<file path="config.mk">
export PLATFORM = sky130hd
export DESIGN_NAME = mux_4to1_rr
export DESIGN_NICKNAME = d
export VERILOG_FILES = /design/src/rtl/mux_4to1_rr.sv
export SDC_FILE = /design/constraint.sdc
export NUM_CORES = 1
export LEC_CHECK = 0
export BUFFER_PORTS_ARGS = -buffer_cell sky130_fd_sc_hd__buf_2
export CELL_PAD_IN_SITES_DETAIL_PLACEMENT = 2
export CELL_PAD_IN_SITES_GLOBAL_PLACEMENT = 2
export CORE_ASPECT_RATIO = 2
export CORE_UTILIZATION = 22
export CTS_CLUSTER_SIZE = 16
export DETAILED_ROUTE_END_ITERATION = 16
export GPL_TIMING_DRIVEN = 0
export PLACE_DENSITY_LB_ADDON = 0.1
export SLEW_MARGIN = 5
export SYNTH_ARGS = -nofsm -noshare
export SYNTH_HDL_FRONTEND = slang
export SYNTH_SLANG_ARGS = --single-unit
</file>
<file path="constraint.sdc">
create_clock -name clk -period 1.9 [get_ports clk]
set_input_delay 0.095 -clock clk [delete_from_list [all_inputs] [get_ports clk]]
set_output_delay 0.095 -clock clk [all_outputs]
set_load 0.02 [all_outputs]
</file>
<file path="src/rtl/mux_4to1_rr.sv">
`default_nettype none
// ============================================================================
//  Module      : mux_4to1_rr
//  Description : Four-input valid/ready stream merger with round-robin
//                arbitration and a single registered output stage.
//                Full throughput of one word per cycle.
//  Revision    : 1.0  initial release
// ============================================================================
module mux_4to1_rr #(
    parameter int WIDTH = 8
) (
    input  logic                 clk,
    input  logic                 rst_n,
    input  logic [3:0]           in_valid,
    input  logic [4*WIDTH-1:0]   in_data,
    output logic [3:0]           in_ready,
    output logic                 out_valid,
    output logic [WIDTH-1:0]     out_data,
    output logic [1:0]           out_sel,
    input  logic                 out_ready
);

    localparam logic [3:0] c_ONE_HOT_BASE = 4'b0001;

    // Round-robin pointer and output register
    logic [1:0]       ptr_q,       ptr_d;
    logic             out_valid_q, out_valid_d;
    logic [WIDTH-1:0] out_data_q,  out_data_d;
    logic [1:0]       out_sel_q,   out_sel_d;

    logic             w_grant_vld;
    logic [1:0]       w_grant_idx;
    logic             w_load_en;
    logic             w_in_xfer;

    // Search ptr, ptr+1, ptr+2, ptr+3; iterating from the farthest offset
    // down lets the nearest requesting channel overwrite the result last.
    always_comb begin : g_arbiter
        logic [1:0] cand;
        w_grant_vld = 1'b0;
        w_grant_idx = ptr_q;
        cand        = ptr_q;
        for (int k = 3; k >= 0; k--) begin
            cand = ptr_q + 2'(k);
            if (in_valid[cand]) begin
                w_grant_vld = 1'b1;
                w_grant_idx = cand;
            end
        end
    end

    // The output register can take a new word when empty or being drained.
    assign w_load_en = !out_valid_q || out_ready;
    assign w_in_xfer = w_grant_vld && w_load_en;

    // One-hot ready to the granted channel; forced low while in reset so no
    // handshake is ever signalled on an edge that cannot load.
    assign in_ready = (rst_n && w_in_xfer) ? (c_ONE_HOT_BASE << w_grant_idx) : 4'b0000;

    // Next-state: load on input transfer, otherwise empty on output transfer.
    always_comb begin
        ptr_d       = ptr_q;
        out_valid_d = out_valid_q;
        out_data_d  = out_data_q;
        out_sel_d   = out_sel_q;
        if (w_in_xfer) begin
            out_valid_d = 1'b1;
            out_data_d  = in_data[w_grant_idx*WIDTH +: WIDTH];
            out_sel_d   = w_grant_idx;
            ptr_d       = w_grant_idx + 2'd1;
        end else if (out_valid_q && out_ready) begin
            out_valid_d = 1'b0;
        end
    end

    // State registers with asynchronous active-low clear.
    always_ff @(posedge clk or negedge rst_n) begin
        if (!rst_n) begin
            ptr_q       <= 2'd0;
            out_valid_q <= 1'b0;
            out_data_q  <= '0;
            out_sel_q   <= 2'd0;
        end else begin
            ptr_q       <= ptr_d;
            out_valid_q <= out_valid_d;
            out_data_q  <= out_data_d;
            out_sel_q   <= out_sel_d;
        end
    end

    assign out_valid = out_valid_q;
    assign out_data  = out_data_q;
    assign out_sel   = out_sel_q;

endmodule
`default_nettype wire
</file>
==> impl_metrics.toml <==
[logic_synthesis]
post_synth_main_area_contributors = "sky130_fd_sc_hd__dfrtp_1 37%, sky130_fd_sc_hd__mux2i_1 16%, sky130_fd_sc_hd__o221ai_1 7.1%"
synth_largest_type_area_fraction_pct = 37.5
yosys_most_used_dff = "sky130_fd_sc_hd__dfrtp_1"
synth_seq_cells = 13
synth-async-reset-ratio_pct = 100
synth.yosys.warnings = 0
synthesis.area_um2 = 868
synth_top_cell_by_area = "sky130_fd_sc_hd__dfrtp_1"
synthesis.nets = 130
synth_cell_types = 26
synth_edf_count = 0
post_synth.cell_area_avg_um2 = 9.54
ys_seq_area_share_pct = 37.5
syn-instance-count = 91

[power_and_ir_drop]
power.share.combinational_pct = 55.9
internal-power_uw = 907
total_switching_power_uw = 684
power.clock.fraction_pct = 15.3
static-leakage-power_uw = 0.000662
pwr-share-seq_pct = 28.8
swShare_pct = 43.0
largest_voltage_drop_on_the_vdd_net_v = 0.000512
pwr_density_cell_mw_per_mm2 = 1190

[global_routing]
grt_pass1_wl_um = 4930
grt_overflow = 0
pin_count_of_the_biggest_net_entering_global_routing = 15
number_of_global_route_vias_before_repair = 1096
gr-usage-all-layers_pct = 15.9
grt_antenna_before_repair = 0

[sta]
fin_skew_ns = 0.00174
worst-slew-pin-transition_ns = 0.562
slew-limit-headroom_pct = 62.2
final-max-slew-violation-count = 0
finalHoldViolCount = 0
final_min_period_over_clock_period_pct = 97.1
layout_setup_ws_ns = 0.0557
tns_ns = 0
clock.fmax_mhz = 542
fin_hold_ws_ns = 0.144
setup_viols_final = 0
post-route-min-period_ns = 1.84
grt_setup_unrepaired = "yes"

[die]
rows = 32
design.core.area_mm2 = 0.00380
die_w_um = 46.4
initial_core_util_pct = 22.8
num_io_pins = 54
fp.dieArea_mm2 = 0.00422
chipHeight_um = 90.8

[critical_path]
timing.critical_path.to_type = "primary output"
worst_r2r_startpoint = "ptr_q[1]$_DFFE_PN0P_"
crit_path_start = "ptr_q[1]$_DFFE_PN0P_"
timing.critical_path.slowest_cell_delay_ns = 0.43
crit_path_top_delay_cell = "sky130_fd_sc_hd__dfrtp_2"
critical_path_required_ns = 1.80
critical_path.reg2reg.endpoint = "out_data[2]$_DFFE_PN0P_"
critical_path.top_delay_family = "flip-flops"
worstRegToRegCells = 6
rrSetupSlack_ns = 0.21
critical_path_class = "flop to primary output"
crit_path_start_kind = "flop"
worstSetupPathDepth = 5
number_of_buffer_and_inverter_stages_on_the_critical_path = 2
critical_path.endpoint = "in_ready[2]"
path_cells = "buf_4, a2111oi_4, nor2b_1, nor3_1, buf_2"
cp.arrival_ns = 1.75
timing.critical_path.fanout_max = 4

[route]
avgRoutedWirePerCell_um = 15.2
drtAntennaViolNets = 0
drc = 0
vias = 954
detailedRoute.firstPassIterationCount = 3
initialDrtViolationCount = 7
via_per_inst = 4.70
totalWireLength_um = 3090

[placed_design]
detailed_place_hpwl_um = 2500
place_ws_ns = 0.0984
place.port_buffers = 53
place_congestion = 0.710
placed_cell_area_mm2 = 0.00120

[cts]
clock-sinks = 13
max-clock-path-buffers = 2
clock-root-buffer = "sky130_fd_sc_hd__clkbuf_8"
cts.clk_slew.worst_paths_ns = 0.06
tritoncts_buffers = 3
clock_insertion_delay_worst_skew_ns = 0.24
cts_tree = "yes"
clock_tree.htree_level_count = 1

[layout]
layout.filler_cells = 462
final_common_cell = "sky130_fd_sc_hd__buf_2"
diodes = 0
finish.net_count = 192
drive_gt1_share_pct = 51.3
areaGrowthSynthToFinish_pct = 54.2
finish.instance_area_mm2 = 0.00134
layout.cells.most_common_list = "53 x sky130_fd_sc_hd__buf_2, 15 x sky130_fd_sc_hd__nand2_1, 14 x sky130_fd_sc_hd__mux2i_1"

[status]
status = "finished, final reports clean"

[job]
cap_violations = 0

[min_path]
hold_path.class = "primary input to flop"
==> kinds of logic after synthesis <==
group,Yosys count,synth area share (%)
AO/OA/AOI/OAI,22,21.0
flip-flops,13,37.5
buffers and inverters,6,4.61
multiplexers,14,16.1
XOR/XNOR,1,1.01
AND/OR/NAND/NOR,35,19.7
==> worst register-to-register path, stage by stage, from the launching register on <==
cell	delay [ns]
sky130_fd_sc_hd__dfrtp_2	0.43
sky130_fd_sc_hd__buf_4	0.16
sky130_fd_sc_hd__nor3_4	0.14
sky130_fd_sc_hd__a2111oi_4	0.06
sky130_fd_sc_hd__nor2b_1	0.30
sky130_fd_sc_hd__nand2_1	0.27
sky130_fd_sc_hd__o221ai_1	0.22
==> cells in the mapped netlist (2+ instances only) <==
cell                       number
sky130_fd_sc_hd__a21oi_1        4
sky130_fd_sc_hd__buf_2          2
sky130_fd_sc_hd__buf_6          2
sky130_fd_sc_hd__dfrtp_1       13
sky130_fd_sc_hd__inv_1          2
sky130_fd_sc_hd__mux2i_1       14
sky130_fd_sc_hd__nand2_1       15
sky130_fd_sc_hd__nor2_1         5
sky130_fd_sc_hd__nor2b_1        4
sky130_fd_sc_hd__nor3_1         5
sky130_fd_sc_hd__o21ai_0        2
sky130_fd_sc_hd__o21ai_1        3
sky130_fd_sc_hd__o221ai_1       7
==> metal layers <==
layer	part of all wire (%)	track usage, %	vias up	routed length [µm]
li1	-	-	456	-
met1	34	16.5	465	1050
met2	62	30.3	31	1920
met3	3.0	1.40	2	92
met4	0.90	4.41	0	28
met5	0	0	-	0
==> power groups by stage <==
| stage | sequential, µW | clock (µW) | combinational (µW) |
|---|---|---|---|
| 2_1_floorplan | 564 | 0 | 438 |
| 3_3_place_gp | 463 | 0 | 787 |
| 3_5_place_dp | 467 | 0 | 812 |
| 4_1_cts | 458 | 252 | 873 |
| 5_1_grt | 467 | 264 | 968 |
| 6_report | 458 | 243 | 890 |
==> timing repair <==
item,4_1_cts,5_1_grt
setup endpoints to repair,3,4
endpoints found under the hold margin,13,0
resized for setup,5,10
gates cloned,0,0
buffers inserted,3,0
hold buffers,1,0
pin swaps,2,0
==> flip-flops by register name (all words and copies together) (netlist names) <==
register and flops:
out_sel 2, ptr_q 2, out_valid 1, out_data 8
==> worst min-delay path by stage <==
stage	cells after the start	end	slack, ns	startpoint
finish	4	out_valid$_DFFE_PN0P_	0.14	out_ready
global route	4	out_valid$_DFFE_PN0P_	0.19	out_ready
CTS	4	out_valid$_DFFE_PN0P_	0.15	out_ready
detailed placement	1	out_data[1]$_DFFE_PN0P_	0.01	rst_n
global placement	1	out_data[1]$_DFFE_PN0P_	0.02	rst_n
floorplan	0	out_data[0]$_DFFE_PN0P_	-0.20	rst_n
==> through the flow <==
stage	utilization [%]	power (µW)	std cells
floorplan	-	1000	91
global placement	31.5	1250	195
detailed placement	31.5	1280	195
CTS	34.0	1580	203
global route	35.2	1700	203
finish	35.2	1590	203
==> area by class of cell <==
class / instances / area, µm² / area share, %
multi-input combinational: 72 / 561 / 41.9
inverter: 2 / 7.51 / 0.561
sequential: 13 / 327 / 24.4
timing repair buffer: 57 / 303 / 22.6
buffer: 4 / 32.5 / 2.43
tap: 51 / 63.8 / 4.77
clock buffer: 4 / 45.0 / 3.36
Power figures use the tool's default switching activity.
